$ cat src/rtl/matrix_scan_bcm.sv
// HUB75 scan generator using binary-coded modulation. While the current bit-plane
// is lit, the next one is shifted in through a ready/request fetch handshake.
module matrix_scan_bcm #(
  parameter int COLUMNS       = 64,
  parameter int COLUMN_WIDTH  = 6,
  parameter int ROW_PAIRS     = 16,
  parameter int ROW_WIDTH     = 4,
  parameter int BITPLANES     = 6,
  parameter int PLANE_WIDTH   = 3,
  parameter int BLANK_TICKS   = 2,
  parameter int BASE_ON_TICKS = 8
) (
  input  logic                    clk_in,
  input  logic                    reset,
  input  logic                    enable,
  input  logic [BITPLANES-1:0]    plane_mask,
  input  logic                    pixel_ready,
  output logic [COLUMN_WIDTH-1:0] column_address,
  output logic [ROW_WIDTH-1:0]    row_address,
  output logic [PLANE_WIDTH-1:0]  bitplane,
  output logic                    pixel_req,
  output logic                    clk_pixel,
  output logic                    row_latch,
  output logic                    output_enable,
  output logic [ROW_WIDTH-1:0]    row_address_active,
  output logic [PLANE_WIDTH-1:0]  bitplane_active,
  output logic                    frame_start
);

  // The longest window is BASE_ON_TICKS << (BITPLANES-1); the extra plane-width bits give headroom.
  localparam int ON_WIDTH    = PLANE_WIDTH + $clog2(BASE_ON_TICKS * (2 ** (BITPLANES - 1)));
  localparam int BLANK_WIDTH = $clog2(BLANK_TICKS + 1);

  localparam logic [COLUMN_WIDTH-1:0] LAST_COL   = COLUMN_WIDTH'(COLUMNS - 1);
  localparam logic [ROW_WIDTH-1:0]    LAST_ROW   = ROW_WIDTH'(ROW_PAIRS - 1);
  localparam logic [PLANE_WIDTH-1:0]  LAST_PLANE = PLANE_WIDTH'(BITPLANES - 1);
  localparam logic [ON_WIDTH-1:0]     BASE_ON    = ON_WIDTH'(BASE_ON_TICKS);
  localparam logic [BLANK_WIDTH-1:0]  BLANK_LOAD = BLANK_WIDTH'(BLANK_TICKS - 1);

  typedef enum logic [2:0] {
    S_IDLE, S_SHIFT_LO, S_SHIFT_HI, S_WAIT_ON, S_BLANK, S_LATCH, S_HALT
  } state_t;

  state_t                  state_q, state_d;
  logic [COLUMN_WIDTH-1:0] column_q, column_d;
  logic [ROW_WIDTH-1:0]    row_q, row_d, row_active_q, row_active_d;
  logic [PLANE_WIDTH-1:0]  plane_q, plane_d, plane_active_q, plane_active_d;
  logic [ON_WIDTH-1:0]     on_q, on_d;
  logic [BLANK_WIDTH-1:0]  blank_q, blank_d;
  logic                    mask_on, oe_d;
  logic                    clk_pixel_q, pixel_req_q, row_latch_q, oe_q, frame_start_q;

  // NOTE: every always_comb output gets a default before the case, so no path can infer a latch.
  always_comb begin
    state_d        = state_q;
    column_d       = column_q;
    row_d          = row_q;
    plane_d        = plane_q;
    row_active_d   = row_active_q;
    plane_active_d = plane_active_q;
    blank_d        = blank_q;
    // The ON window runs down regardless of state; LATCH reloads it below.
    on_d           = (on_q != '0) ? on_q - 1'b1 : on_q;

    case (state_q)
      S_IDLE:     if (enable) state_d = S_SHIFT_LO;
      S_SHIFT_LO: if (pixel_ready) state_d = S_SHIFT_HI;
      S_SHIFT_HI: begin
        if (column_q == LAST_COL) begin
          column_d = '0;
          state_d  = S_WAIT_ON;
        end else begin
          column_d = column_q + 1'b1;
          state_d  = S_SHIFT_LO;
        end
      end
      S_WAIT_ON: begin
        if (on_q == '0) begin
          state_d = S_BLANK;
          blank_d = BLANK_LOAD;
        end
      end
      S_BLANK: begin
        if (blank_q == '0) state_d = S_LATCH;
        else               blank_d = blank_q - 1'b1;
      end
      S_LATCH: begin
        row_active_d   = row_q;
        plane_active_d = plane_q;
        on_d           = BASE_ON << plane_q;
        if (plane_q == LAST_PLANE) begin
          plane_d = '0;
          row_d   = (row_q == LAST_ROW) ? '0 : row_q + 1'b1;
        end else begin
          plane_d = plane_q + 1'b1;
        end
        state_d = enable ? S_SHIFT_LO : S_HALT;
      end
      S_HALT:     if (enable) state_d = S_SHIFT_LO;
      default:    state_d = S_IDLE;
    endcase

    mask_on = 1'b0;
    for (int i = 0; i < BITPLANES; i++) begin
      if (plane_active_d == PLANE_WIDTH'(i)) mask_on = plane_mask[i];
    end
    // A masked plane keeps its window length; only OE is held low.
    oe_d = (on_d != '0) && mask_on && (state_d != S_BLANK) && (state_d != S_LATCH);
  end

  // NOTE: state and outputs use non-blocking assignments so every register samples pre-edge values.
  always_ff @(posedge clk_in or negedge reset) begin
    if (!reset) begin
      state_q        <= S_IDLE;
      column_q       <= '0;
      row_q          <= '0;
      plane_q        <= '0;
      row_active_q   <= '0;
      plane_active_q <= '0;
      on_q           <= '0;
      blank_q        <= '0;
      clk_pixel_q    <= 1'b0;
      pixel_req_q    <= 1'b0;
      row_latch_q    <= 1'b0;
      oe_q           <= 1'b0;
      frame_start_q  <= 1'b0;
    end else begin
      state_q        <= state_d;
      column_q       <= column_d;
      row_q          <= row_d;
      plane_q        <= plane_d;
      row_active_q   <= row_active_d;
      plane_active_q <= plane_active_d;
      on_q           <= on_d;
      blank_q        <= blank_d;
      clk_pixel_q    <= (state_d == S_SHIFT_HI);
      pixel_req_q    <= (state_d == S_SHIFT_LO);
      row_latch_q    <= (state_d == S_LATCH);
      oe_q           <= oe_d;
      frame_start_q  <= (state_d == S_LATCH) && (row_q == '0) && (plane_q == '0);
    end
  end

  assign column_address     = column_q;
  assign row_address        = row_q;
  assign bitplane           = plane_q;
  assign pixel_req          = pixel_req_q;
  assign clk_pixel          = clk_pixel_q;
  assign row_latch          = row_latch_q;
  assign output_enable      = oe_q;
  assign row_address_active = row_active_q;
  assign bitplane_active    = plane_active_q;
  assign frame_start        = frame_start_q;

endmodule

$ cat config.mk
export PLATFORM = sky130hd
export DESIGN_NAME = matrix_scan_bcm
export DESIGN_NICKNAME = d
export VERILOG_FILES = /design/src/rtl/matrix_scan_bcm.sv
export SDC_FILE = /design/constraint.sdc
export NUM_CORES = 1
export LEC_CHECK = 0
export BUFFER_PORTS_ARGS = -buffer_cell sky130_fd_sc_hd__buf_4
export CAP_MARGIN = 15
export CORE_MARGIN = 5
export CORE_UTILIZATION = 40
export CTS_CLUSTER_DIAMETER = 30
export DETAILED_ROUTE_END_ITERATION = 16
export PLACE_DENSITY = 0.58
export SETUP_SLACK_MARGIN = 0.3
export SLEW_MARGIN = 20
export SYNTH_ARGS = -nofsm -noshare
export SYNTH_HDL_FRONTEND = slang
export SYNTH_SLANG_ARGS = --single-unit
$ cat constraint.sdc
create_clock -name clk_in -period 4.4 [get_ports clk_in]
set_input_delay 0.66 -clock clk_in [delete_from_list [all_inputs] [get_ports clk_in]]
set_output_delay 0.66 -clock clk_in [all_outputs]
set_load 0.005 [all_outputs]
# --- After elaboration in Yosys (flattened, before gate mapping) ---
# Cells that the tools add are included.
totals:
  reg_bits: 41
  input_bits: 10
  output_inout_bits: 25
  word_cells: 79
classes:
  addsub: 5
  eq_ne: 21
  shift: 1
  muxes: 22
  reduce_logical: 17
op_table:
  columns: ["operator", "n"]
  rows:
  - ["$mux 11", 2]
  - ["$reduce_bool 11->1", 2]
  - ["$eq 3x3->1 const B", 7]
  - ["$mux 3", 7]
  - ["$pmux 3 s6", 1]
  - ["$eq 3x2->1 const B", 5]
  - ["$logic_not 11->1", 1]
  - ["$shl 4x3->11 const A", 1]
  - ["$sub 11x1->11 const B", 1]
  - ["$eq 3x1->1 const B", 3]
  - ["$logic_not 3->1", 3]
  - ["$add 6x1->6 const B", 1]
  - ["$eq 6x6->1 const B", 1]
  - ["$mux 1", 6]
  - ["$mux 2", 3]
  - ["$mux 6", 1]
  - ["$ne 3x3->1 const B", 2]
  - ["$logic_and 1x1->1", 5]
  - ["$add 4x1->4 const B", 1]
  - ["$eq 4x4->1 const B", 1]
  - ["$logic_not 4->1", 1]
  - ["$mux 4", 1]
  - ["$ne 2x2->1 const B", 2]
  - ["$pmux 2 s2", 1]
  - ["7 further kinds", 7]

# --- Logic depth before layout (Yosys ltp) ---
depth:
  depth_word: 12
  mapped_depth: 8
  mapped_depth_nobuf: 8

# --- Worst setup path after synthesis ---
# No wires, ideal clock.
synth_path:
  path_type: "register to register"
  from: "reg on_q[0]"
  to: "reg oe_q, in the netlist output_enable"
  setup_ps: 82
  arrival_time_ps: 1981
  required_time_ps: 4318
  setup_slack_ps: 2337
  path_stages_with_launch: 8
  n_path_buf: 0
  synth_period_minus_slack_ps: 2063
  path_cell_list: "dfrtp_1 > inv_1 > ha_1 > or3b_2 > or4_1 > a31oi_2 > nor3_1 > a31oi_1"
synth_between:
  elab_chain_cells: 7
  word_cells_on_any_way: 13
  cone_classes: "add/sub (1); eq/ne (2); mux (4); reduce/logical (6)"
synth_rtl:
  columns: ["item", "line_no", "source"]
  rows:
  - ["start, declared", "48", "logic [ON_WIDTH-1:0] on_q, on_d;"]
  - ["start signal, assigned", "134", "on_q <= on_d;"]
  - ["$sub 11x1->11 / $reduce_bool 11->1 (equally long branches)", "63", "on_d = (on_q != '0) ? on_q - 1'b1 : on_q;"]
  - ["$mux 11 *", "63", null]
  - ["$mux 11 *", "65", "case (state_q)"]
  - ["net on_d[10]", "48", null]
  - ["$reduce_bool 11->1 *", "108", "oe_d = (on_d != '0) && mask_on && (state_d != S_BLANK) && (state_d != S_LATCH);"]
  - ["$logic_and 1x1->1 * (3 in series)", "108", null]
  - ["net oe_d", "50", "logic mask_on, oe_d;"]
  - ["end signal, assigned", "125", "oe_q <= 1'b0;"]
  - ["end signal, assigned", "139", "oe_q <= oe_d;"]
  - ["end, declared", "51", "logic clk_pixel_q, pixel_req_q, row_latch_q, oe_q, frame_start_q;"]
# Mark *: on every way through the listed nets, which the timed path passes. The rest lies on a longest branch.
# A chain may end at the register's enable or synchronous reset.

# --- Final worst setup path ---
layout_path:
  from: "reg on_q[0]"
  to: "reg oe_q, in the netlist output_enable"
layout_between:
  elab_chain_cells: 7
  word_cells_on_any_way: 13
  cone_classes: "add/sub (1); eq/ne (2); mux (4); reduce/logical (6)"
layout_rtl:
  columns: ["item", "line_no"]
  rows:
  - ["$sub 11x1->11 / $reduce_bool 11->1 (equally long branches)", "63"]
  - ["$mux 11", "63"]
  - ["$mux 11", "65"]
  - ["$reduce_bool 11->1", "108"]
  - ["$logic_and 1x1->1 (2 in series)", "108"]
  - ["$logic_and 1x1->1 *", "108"]
  - ["net oe_d", "50"]
# Marked as above.

==> run_results.csv <==
group,metric,value,unit
outcome,status,"complete, no violations",
cts,htree_levels,2,
floorplanning,die_w,84.0,um
worst_setup_path,crit_type,"register to register",
route,via_per_inst,5.25,
yosys,synth_area_leaders,"dfrtp_1, nand2_1, ha_1",
worst_setup_path,r2r_slack,2.08,ns
sta,maxSlewHeadroom,0.412,
power,leakage,1.20,nW
cts,cts_made_buffers,5,
worst_setup_path,path_cells,"inv_1 > ha_1 > nor4b_2 > nand3_1 > and3_1 > o311ai_0 > nor4_1 > a31oi_1",
worst_setup_path,critPathSlowestCell,"nor4b_2",
global_route,grt_pass1_vias,1705,
worst_setup_path,r2r_cells,8,
power,power_density,537,nW/um2
sta,clock.fmax,431,MHz
final_layout,num_antenna_cells,0,
cts,postCtsSetupBuffers,0,
placement,portBuffers,34,
floorplanning,die_area,7050,um2
yosys,synthCells,227,
route,drt_iter0_drc,117,
hold_path,hold_class,"input pin to asynchronous set/reset pin",
worst_setup_path,cp-start-kind,"register",
yosys,yosysTopAreaCell,"dfrtp_1",
sta,finalSetupTns,0,ns
sta,fin_crit,2.32,ns
route,wire_per_inst,14.2,um
cts,cts_tree,"built",
route,drcViolationCount,0,
sta,rsz0062_at_grt,"no",
cts,clkSinkCount,41,
sta,finalCritPeriodShare,0.527,
cts,hold_buffers,0,
yosys,yosys_warnings,0,
floorplanning,initial_utilization,0.405,
final_layout,synthToLayoutAreaGrowth,17.1,%
floorplanning,ioPinCount,35,
worst_setup_path,cp-end-kind,"register",
worst_setup_path,worstPathArrival,2.52,ns
global_route,grt.total_usage,0.146,
cts,clk_pin_slew_worst_paths,0.08,ns
cts,cts_root_buf,"clkbuf_8",
sta,skew,0.00355,ns
route,postRouteAntennaNets,0,
yosys,synth.most_common_cell,"dfrtp_1",
placement,gp_congestion,0.755,
placement,dp_hpwl,3470,um
yosys,synthTopCellsByCount,"dfrtp_1, nand2_1, nor2_1, o21ai_0, inv_1",
yosys,synth-seq-area-share,0.469,
sta,finalSetupViolations,0,
floorplanning,num_rows,27,
final_layout,final_nets,279,
sta,finalHoldViolations,0,
cts,cts_resized,0,
route,vias,1742,
worst_setup_path,reg2reg_from,"on_q[0]",
yosys,netlist_area,2190,um2
global_route,grt_antenna_before_repair,0,
route,first_pass_iters,4,
cts,worstSkewPairLatency,0.28,ns
worst_setup_path,reg2reg_to,"output_enable",
worst_setup_path,max_stage_delay,0.42,ns
cts,cts_buffer_depth,2,
power,ir_worst_vdd,0.223,mV
yosys,ys_async_sr_fraction,1.00,
yosys,avgSynthCellArea,9.65,um2
sta,worst_pin_slew,0.875,ns
worst_setup_path,crit_required,4.60,ns
final_layout,final.fill_count,540,
sta,slew_viol_final,0,
global_route,grt_max_degree,42,
sta,whs,0.352,ns
yosys,synth_nets,245,
route,totalWireLength,4710,um
global_route,grt_pass1_wl,8460,um
yosys,synth_top_cell_area_share,0.469,
floorplanning,die_height,84.0,um
floorplanning,core,5410,um2
worst_setup_path,path_max_fanout,6,
yosys,synth-main-ff-cell,"dfrtp_1",
yosys,ys_ff_latch,41,
run,cap_violations,0,
yosys,ys_types,48,
global_route,grt_overflow,0,
final_layout,drive_above_1_share,0.192,
yosys,synth_edf_count,0,
-- kinds of logic (layout without fill, tap and decap cells) --
logic type	Yosys count	in the layout	share of synthesized area
and+or+nand+nor	92	92	0.231
AOI/OAI and AO/OA	50	50	0.146
DFF	41	41	0.469
buffers and inverters	21	54	0.0457
xor gates and xnor gates	9	9	0.0360
adders and majority gates	8	8	0.0457
muxes	6	6	0.0274
-- flip-flops by register name, indices dropped and copies added, names as in the netlist --
signal and count:
column_address 6, bitplane 3, on_q 11, frame_start 1, pixel_req 1, row_address 4
bitplane_active 3, state_q 3, clk_pixel 1, output_enable 1, blank_q 2, row_address_active 4
row_latch 1
-- worst max path at each step --
stage | from | to | slack [ns] | cells after the start
floorplan | on_q[0] | output_enable | 2.34 | 7
detailed placement | on_q[0] | output_enable | 2.12 | 8
CTS | on_q[0] | output_enable | 2.09 | 8
finish | on_q[0] | output_enable | 2.08 | 8
global route | on_q[0] | output_enable | 1.88 | 8
global placement | on_q[0] | output_enable | 2.13 | 8
-- layout make-up --
class                           count  area, um2  share of cell area
Clock buffer                        5       68.8              0.0268
Clock inverter                      1       5.00             0.00195
Inverter                           13       48.8              0.0190
Multi-Input combinational cell    165       1060               0.415
Sequential cell                    41       1030               0.400
Tap cell                           72       90.1              0.0351
Timing Repair Buffer               35        263               0.102
-- through the flow --
step / instance area [um2] / util / instances / power (mW) / setup WS, ns
2_1_floorplan: 2190 / - / 227 / 0.971 / 2.34
3_3_place_gp: 2490 / 0.461 / 326 / 1.16 / 2.13
3_5_place_dp: 2490 / 0.461 / 326 / 1.16 / 2.12
4_1_cts: 2560 / 0.475 / 332 / 1.39 / 2.09
5_1_grt: 2560 / 0.475 / 332 / 1.50 / 1.88
6_report: 2560 / 0.475 / 332 / 1.38 / 2.08
-- power breakdown --
part / switching [mW] / leakage (nW) / internal [mW]
combinational: 0.261 / 0.633 / 0.254
clock: 0.122 / 0.0399 / 0.104
sequential: 0.148 / 0.529 / 0.488
-- placed cells by master, fill, tap and decap left out, types with 6 or more instances in the layout --
master and n:
buf_4 35, nor2_1 16, inv_1 13, mux2i_1 6
ha_1 8, a31oi_1 8, nor3_1 8, a21oi_1 7
dfrtp_1 41, o21ai_0 16, nand2_1 29, xnor2_1 8
-- metal layers --
layer / up-vias / global-route usage / part of all wire
met3: 4 / 0.0365 / 0.042
met1: 825 / 0.213 / 0.50
met4: 0 / 0.0351 / 0.0085
li1: 876 / - / -
met2: 37 / 0.216 / 0.44
met5: - / 0 / 0
-- worst max-delay path, delay by kind of cell, from the launching register on --
kind                       cells  cell delay, ns
AOI/OAI and AO/OA              2            0.46
adders and majority gates      1            0.19
buffers and inverters          1            0.14
DFF                            1            0.41
and+or+nand+nor                4            1.04
Power figures use the tool's default switching activity.
